**src/rtl/exp_pwm_dac_pkg.sv**
```systemverilog
// Shared constants for the expansion-bus PWM DAC.
// Bus addresses, FSM encoding and CTL bit positions.
package exp_pwm_dac_pkg;

  localparam logic [6:0] EXP_ADDR_CTL  = 7'h7C;
  localparam logic [6:0] EXP_ADDR_PRE  = 7'h7D;
  localparam logic [6:0] EXP_ADDR_RSV0 = 7'h7E;
  localparam logic [6:0] EXP_ADDR_RSV1 = 7'h7F;

  localparam int CTL_EN   = 0;
  localparam int CTL_INV  = 1;
  localparam int CTL_BUSY = 2;

  typedef enum logic [1:0] {
    ST_IDLE = 2'd0,
    ST_RUN  = 2'd1,
    ST_STOP = 2'd2
  } state_t;

  function automatic logic [7:0] ctl_word(
    input logic busy,
    input logic inv,
    input logic en
  );
    logic [7:0] w;
    w = 8'h00;
    w[CTL_BUSY] = busy;
    w[CTL_INV]  = inv;
    w[CTL_EN]   = en;
    return w;
  endfunction

endpackage

```
**src/rtl/exp_pwm_prescaler.sv**
```systemverilog
// Tick generator: one tick every P+1 clocks while running.
// A new P is compared immediately against the live count.
module exp_pwm_prescaler (
  input  logic       clk,
  input  logic       reset,
  input  logic [7:0] i_p,
  input  logic       i_run,
  output logic       o_tick
);

  logic [7:0] r_cnt;

  assign o_tick = i_run && (r_cnt >= i_p);

  always_ff @(posedge clk or posedge reset) begin
    if (reset) begin
      r_cnt <= 8'd0;
    end else if (!i_run || o_tick) begin
      r_cnt <= 8'd0;
    end else begin
      r_cnt <= r_cnt + 8'd1;
    end
  end

endmodule

```
**src/rtl/exp_pwm_dac.sv**
```systemverilog
// PWM DAC on the PIC expansion bus, double-buffered duty.
// Define PWMDAC_SIGDELTA_EN for a first-order sigma-delta output.
module exp_pwm_dac
  import exp_pwm_dac_pkg::*;
#(
  parameter logic [6:0] ADDR_CTL = EXP_ADDR_CTL,
  parameter logic [6:0] ADDR_PRE = EXP_ADDR_PRE
) (
  input  logic       clk,
  input  logic       reset,
  input  logic [7:0] sample_in,
  output logic [7:0] expdin,
  input  logic [7:0] expdout,
  input  logic [6:0] expaddr,
  input  logic       expread,
  input  logic       expwrite,
  output logic       pwm_out,
  output logic       period_tk
);

  state_t     r_state;
  logic       r_en;
  logic       r_inv;
  logic [7:0] r_pre;
  logic [7:0] r_pwm_cnt;
  logic [7:0] r_duty;
  logic       r_pwm;
  logic       r_tk;

  logic w_run;
  logic w_tick;
  logic w_wrap;
  logic w_raw;
  logic w_wr_ctl;
  logic w_wr_pre;

  assign w_run    = (r_state != ST_IDLE);
  assign w_wrap   = w_tick && (r_pwm_cnt == 8'hFF);
  assign w_wr_ctl = expwrite && (expaddr == ADDR_CTL);
  assign w_wr_pre = expwrite && (expaddr == ADDR_PRE);

  exp_pwm_prescaler u_presc (
    .clk    (clk),
    .reset  (reset),
    .i_p    (r_pre),
    .i_run  (w_run),
    .o_tick (w_tick)
  );

`ifdef PWMDAC_SIGDELTA_EN
  logic [7:0] r_acc;
  logic       r_c;
  logic [8:0] w_sum;

  assign w_sum = {1'b0, r_acc} + {1'b0, r_duty};
  assign w_raw = r_c;

  always_ff @(posedge clk or posedge reset) begin
    if (reset) begin
      r_acc <= 8'd0;
      r_c   <= 1'b0;
    end else if (!w_run) begin
      r_acc <= 8'd0;
      r_c   <= 1'b0;
    end else if (w_tick) begin
      r_acc <= w_sum[7:0];
      r_c   <= w_sum[8];
    end
  end
`else
  assign w_raw = (r_pwm_cnt < r_duty);
`endif

  always_comb begin
    expdin = 8'h00;
    if (expread && (expaddr == ADDR_CTL)) begin
      expdin = ctl_word(w_run, r_inv, r_en);
    end else if (expread && (expaddr == ADDR_PRE)) begin
      expdin = r_pre;
    end
  end

  // FSM reads the pre-write EN, so a CTL write on a wrap clock
  // only takes effect after that wrap.
  always_ff @(posedge clk or posedge reset) begin
    if (reset) begin
      r_state   <= ST_IDLE;
      r_en      <= 1'b0;
      r_inv     <= 1'b0;
      r_pre     <= 8'd0;
      r_pwm_cnt <= 8'd0;
      r_duty    <= 8'd0;
      r_pwm     <= 1'b0;
      r_tk      <= 1'b0;
    end else begin
      r_pwm <= w_run ? (w_raw ^ r_inv) : r_inv;
      r_tk  <= w_wrap;
      if (w_wr_ctl) begin
        r_en  <= expdout[CTL_EN];
        r_inv <= expdout[CTL_INV];
      end
      if (w_wr_pre) begin
        r_pre <= expdout;
      end
      unique case (r_state)
        ST_IDLE: begin
          r_pwm_cnt <= 8'd0;
          if (r_en) begin
            r_state <= ST_RUN;
            r_duty  <= sample_in;
          end
        end
        ST_RUN, ST_STOP: begin
          if (w_tick) begin
            r_pwm_cnt <= r_pwm_cnt + 8'd1;
          end
          if (w_wrap) begin
            r_duty <= sample_in;
          end
          if (r_state == ST_RUN) begin
            if (!r_en) r_state <= ST_STOP;
          end else if (r_en) begin
            r_state <= ST_RUN;
          end else if (w_wrap) begin
            r_state <= ST_IDLE;
          end
        end
        default: r_state <= ST_IDLE;
      endcase
    end
  end

  assign pwm_out   = r_pwm;
  assign period_tk = r_tk;

endmodule

```
**config.mk**
```make
export PLATFORM = sky130hd
export DESIGN_NAME = exp_pwm_dac
export DESIGN_NICKNAME = d
export VERILOG_FILES = /design/src/rtl/exp_pwm_dac_pkg.sv /design/src/rtl/exp_pwm_prescaler.sv /design/src/rtl/exp_pwm_dac.sv
export SDC_FILE = /design/constraint.sdc
export NUM_CORES = 1
export LEC_CHECK = 0
export ABC_CLOCK_PERIOD_IN_PS = 2320
export CAP_MARGIN = 10
export CORE_AREA = 2 2 73 75
export CTS_BUF_LIST = sky130_fd_sc_hd__clkbuf_4 sky130_fd_sc_hd__clkbuf_8 sky130_fd_sc_hd__clkbuf_16
export DETAILED_ROUTE_END_ITERATION = 12
export DIE_AREA = 0 0 75 77
export GPL_ROUTABILITY_DRIVEN = 0
export PLACE_DENSITY = 0.84
export SETUP_SLACK_MARGIN = 0.15
export SYNTH_ARGS = -nofsm -noshare
export SYNTH_HDL_FRONTEND = slang
export SYNTH_SLANG_ARGS = --single-unit
```
**constraint.sdc**
```tcl
create_clock -name clk -period 2.32 [get_ports clk]
set_input_delay 0.348 -clock clk [delete_from_list [all_inputs] [get_ports clk]]
set_output_delay 0.348 -clock clk [all_outputs]
set_load 0.005 [all_outputs]
```
### Yosys cells after proc, flatten, opt, wreduce, memory -nomap -nowiden

Cells that the tools add are included.

| cells by class | value |
|---|---|
| add/sub/neg operators | 2 |
| $lt $le $gt $ge | 2 |
| eq/ne operators | 10 |
| multiplexer cells | 15 |
| bitwise gates (word level) | 1 |
| reductions and logical operators | 15 |

Operators with widths:

| kind | count |
|---|---|
| 8-bit 2-to-1 mux | 6 |
| 8-bit one-hot mux with 2 select lines | 2 |
| 8-bit by 1-bit adder with 8-bit output (second input constant) | 2 |
| 7-bit == test (second input constant) | 2 |
| 2-bit 2-to-1 mux | 5 |
| 8-bit == test (second input constant) | 1 |
| 8-bit greater-or-equal comparator | 1 |
| 8-bit < comparator | 1 |
| 1-bit logical AND | 6 |
| 3-bit AND reduction | 2 |
| 2-bit inequality test (second input constant) | 2 |
| 4-bit inequality test (second input constant) | 1 |
| 2-bit one-hot mux with 2 select lines | 1 |
| 2-bit nonzero test | 2 |
| 3-bit inequality test (second input constant) | 1 |
| 2-bit by 1-bit == test with 1-bit output (second input constant) | 1 |
| 2-bit == test (second input constant) | 1 |
| 2-bit logical NOT | 1 |
| 2-bit by 1-bit inequality test with 1-bit output (second input constant) | 1 |
| 2-bit AND reduction | 1 |
| 2-bit OR reduction | 1 |
| 1-bit logical NOT | 1 |
| 1-bit logical OR | 1 |
| 1-bit 2-to-1 mux | 1 |
| 1-bit XOR | 1 |

| storage, ports and cells | value |
|---|---|
| flip-flop bits (word level) | 38 |
| bits of input ports | 27 |
| output and inout bits | 10 |

### Depth between registers and ports, before layout

| logic depth | value |
|---|---|
| depth in word-level cells | 7 |
| mapped depth | 8 |

### Cells and area by module

A second synthesis with hierarchy kept.

| unflattened totals | value |
|---|---|
| cells, all modules | 208 |
| area total of the unflattened synthesis | 2,265.9 um^2 |

Modules (own cells, without submodules):

| module | times used | cells each | area each (um^2) | seq. area each (um^2) |
|---|---|---|---|---|
| exp_pwm_dac | 1 | 148 | 1,684.1 | 750.7 |
| exp_pwm_prescaler | 1 | 60 | 581.8 | 200.2 |

### Worst setup path after synthesis

OpenSTA, ideal clock, no wires.

| path | value |
|---|---|
| kind | register to register |
| start | register u_presc.r_cnt[0] |
| end | register r_duty[0] |
| arrival time | 2.041 ns |
| slack | 0.154 ns |
| cell stages (with the launch flop) | 9 |
| path buffers | 1 |
| period minus slack after synthesis | 2.166 ns |
| cells stage by stage | dfrtp_1 inv_1 ha_1 nand2b_4 a2111oi_4 o31a_4 o32a_1 buf_6 mux2_4 |

| between the ends | value |
|---|---|
| word-level cells in the longest chain between the ends | 5 |

RTL lines:

| item | RTL line | text |
|---|---|---|
| from (decl) | exp_pwm_prescaler.sv:11 | `logic [7:0] r_cnt;` |
| from (signal assigned) | exp_pwm_prescaler.sv:21 | `r_cnt <= r_cnt + 8'd1;` |
| 8-bit greater-or-equal comparator | exp_pwm_prescaler.sv:13 | `assign o_tick = i_run && (r_cnt >= i_p);` |
| 1-bit logical AND | exp_pwm_prescaler.sv:13 |  |
| 1-bit logical AND | exp_pwm_dac.sv:38 | `assign w_wrap = w_tick && (r_pwm_cnt == 8'hFF);` |
| 2-bit inequality test (no line) | - |  |
| 3-bit AND reduction (no line) | - |  |
| to (signal assigned) | exp_pwm_dac.sv:110 | `r_duty <= sample_in;` |
| to (signal assigned) | exp_pwm_dac.sv:118 | `r_duty <= sample_in;` |
| to (decl) | exp_pwm_dac.sv:26 | `logic [7:0] r_duty;` |

Every way passes these cells.
A chain may end at the register's enable or synchronous reset.

### Worst setup path after layout

| path | value |
|---|---|
| start | register r_pre[5] |
| end | register r_duty[1] |

| between the ends | value |
|---|---|
| word-level cells in the longest chain between the ends | 5 |

RTL lines:

| item | RTL line | text |
|---|---|---|
| from (decl) | exp_pwm_dac.sv:24 | `logic [7:0] r_pre;` |
| from (signal assigned) | exp_pwm_dac.sv:103 | `r_pre <= expdout;` |
| 8-bit greater-or-equal comparator | exp_pwm_prescaler.sv:13 |  |
| 1-bit logical AND | exp_pwm_prescaler.sv:13 |  |
| 1-bit logical AND | exp_pwm_dac.sv:38 |  |
| 2-bit inequality test (no line) | - |  |
| 3-bit AND reduction (no line) | - |  |

Every way passes these cells.

==> run metrics <==
Syn Area/Cell=around 10 um^2; Final min period=between 2 and 2.5 ns; crit path max fanout=8; Post-synth ARST share=100%; RSZ-0062 raised after global routing=yes; Avg WL per Cell=roughly 15 um; hold slack=~0.47 ns; Slew Limit Fails=0; CP Cell Sequence=inv_1 -> ha_1 -> nand4_1 -> o31a_4 -> o32a_1 -> buf_12 -> mux2_4; first-pass GRT wire length=just over 9 mm; number of fill cells in the layout=roughly 420; worst path arrival time=approximately 2.4 ns; CP Launch Type=flip-flop; Slew headroom=between 60% and 70%; Post-synth top flop=dfrtp_1; final setup margin=0.152 ns; Finished Layout Cells=~360; Syn-to-layout area delta=32.3%; Pre-antenna DRT Iters=4; Fin. Hold Viols=0; Worst Hold Class=in2async; synthesized area=~2300 um^2; Reg clk slew, reported paths=about 0.080 ns; DRC=0; GRT Overall Usage=20.9%; nets@finish=340; status=complete, no violations; # IOs=37; crit path capture type=flip-flop; post-synth cell types=45; dpl ws=-0.141 ns; H-tree depth=2; clk_lat worst skew=around 0.3 ns; largest net degree at the start of global routing=39; vias in the first global route=roughly 2000; hpwl dp=approximately 3.8 mm; syn_nets=about 280; GRT overflow=0; Core ar.=around 5000 um^2; ANT cells=0; CTS tree=built; commonest non-fill, non-tap cells in the layout=dfrtp_1 (38), inv_1 (26), clkdlybuf4s50_1 (24); initial antenna violation count=0; Post-synth EDFFs=0; layout cells sized above 1=between 20% and 30%; FF-to-FF Start=r_pre[5]; Req. time, crit path=~2.5 ns; Die X=~75 um; # clock sinks=38; Clock Tree Root=clkbuf_8; Finish-stage setup viols=0; total CTS buffers=5; Die Height=77 um; die area=5780 um^2; Crit Path Class=reg2reg; antenna-violating nets left=0; initial core utilization=about 47%; PD cells=between 800 and 900 nW/um^2; Worst path slowest cell=o31a_4; Syn Inst Count=230; Total Wirelength=~5.5 mm; share of the clock period used by the worst path=93.5%; Worst VDD drop=between 0.0005 and 0.0006 V; Placed Cells=338; register area share after synthesis=about two fifths; Crit. Startpoint=r_pre[5]; port bufs=36; Pleak=0.00155 uW; vias per cell=5.24; clk buf depth=2; Worst-Margin Slew=0.488 ns; Syn. warnings=0; 1st-iter DRT viols=93; Core Rows=26; reg-to-reg setup timing slack=0.15 ns; clock skew=0.00828 ns; Synth Register Bits=38; Max Fclk=461 MHz; commonest non-fill, non-tap cell in the layout=dfrtp_1; Max-Cap Viols=0; critical path's largest stage delay=0.38 ns; DR vias=1903
metal layers:
layer | global-route usage (%) | part of all wire [%] | up-vias
li1 | - | - | 918
met1 | 23.3 | 39 | 930
met2 | 36.7 | 54 | 45
met3 | 5.26 | 4.4 | 10
met4 | 8.75 | 2.2 | 0
met5 | 0 | 0 | -
cells by family after synthesis:
| logic type | synth area share, % |
|---|---|
| and+or+nand+nor | 16.9 |
| DFF | 40.8 |
| AOI/OAI and AO/OA | 11.0 |
| buffers and inverters | 5.64 |
| muxes | 11.7 |
| adders and majority gates | 11.3 |
| xor gates and xnor gates | 2.63 |
worst max-delay path: cells and delay by family (launching register included):
| kind | cells | cell delay [ns] |
|---|---|---|
| AOI/OAI and AO/OA | 2 | 0.70 |
| adders and majority gates | 1 | 0.29 |
| muxes | 1 | 0.29 |
| DFF | 1 | 0.36 |
| buffers and inverters | 2 | 0.23 |
| and+or+nand+nor | 1 | 0.17 |
worst paths after layout:
kind / end / depth (start not counted)
worst max register to register: r_duty[1] / 7
min in group clk: r_pre[4] / 1
worst min-delay path: pwm_out / 3
worst min register to register: r_pre[4] / 1
worst max-delay path: r_duty[1] / 7
max in group asynchronous: r_pwm_cnt[1] / 3
what timing repair did:
item / 4_1_cts / 5_1_grt
endpoints found under the setup margin: 16 / 22
gates resized for setup: 11 / 20
setup buffers: 14 / 3
hold buffers: 0 / 0
pin swaps: 10 / 6
sequential cells by signal, summed over array words and instances, names as in the netlist:
| register | count |
|---|---|
| period_tk | 1 |
| pwm_out | 1 |
| r_duty | 8 |
| r_en | 1 |
| r_inv | 1 |
| r_pre | 8 |
| r_pwm_cnt | 8 |
| r_state | 2 |
| u_presc.r_cnt | 8 |
cell type report:
type                       count  area, um^2  share of cell area, %
tap                           70        87.6                   2.84
clock buffer                   6        82.6                   2.68
inverter                      26        97.6                   3.17
multi-input combinational    161        1300                   42.2
sequential                    38         951                   30.9
clock inverter                 2        12.5                  0.406
timing repair buffer          60         549                   17.8
stage by stage:
stage / area, um^2 / power, uW / util [%] / TNS, ns
6_report: 3080 / 2550 / 61.9 / 0
5_1_grt: 3080 / 2750 / 61.9 / 0
4_1_cts: 3040 / 2550 / 61.0 / 0
3_5_place_dp: 2810 / 1990 / 56.4 / -0.954
3_3_place_gp: 2810 / 1930 / 56.4 / -0.602
2_1_floorplan: 2330 / 1690 / - / 0
power breakdown:
group	switching (uW)	internal, uW	leakage (uW)	total, uW
clock network	246	239	0.0000472	484
registers	95.2	803	0.000495	898
logic	558	606	0.00101	1160
cells in the mapped netlist, types with 2 or more instances:
library cell	n	share of area (%)
ha_1	21	11
dfrtp_1	38	41
mux2_4	8	5.2
and3_1	5	1.3
nor2b_1	2	0.54
o211ai_1	2	0.64
xor2_1	5	1.9
mux2i_1	5	2.1
o21ai_0	10	2.1
nand2b_1	4	1.1
o311ai_0	2	0.75
clkbuf_1	2	0.32
nand2_1	14	2.3
mux2_2	9	4.4
a21oi_1	5	1.1
xnor2_1	2	0.75
nor3_1	8	1.7
nor2_1	21	3.4
a211oi_1	2	0.64
nand3_1	10	2.1
inv_1	26	4.2
and2_1	2	0.54
nand4_1	4	1.1
buf_6	2	0.97
Note: power is estimated with default switching activity, not from simulation.
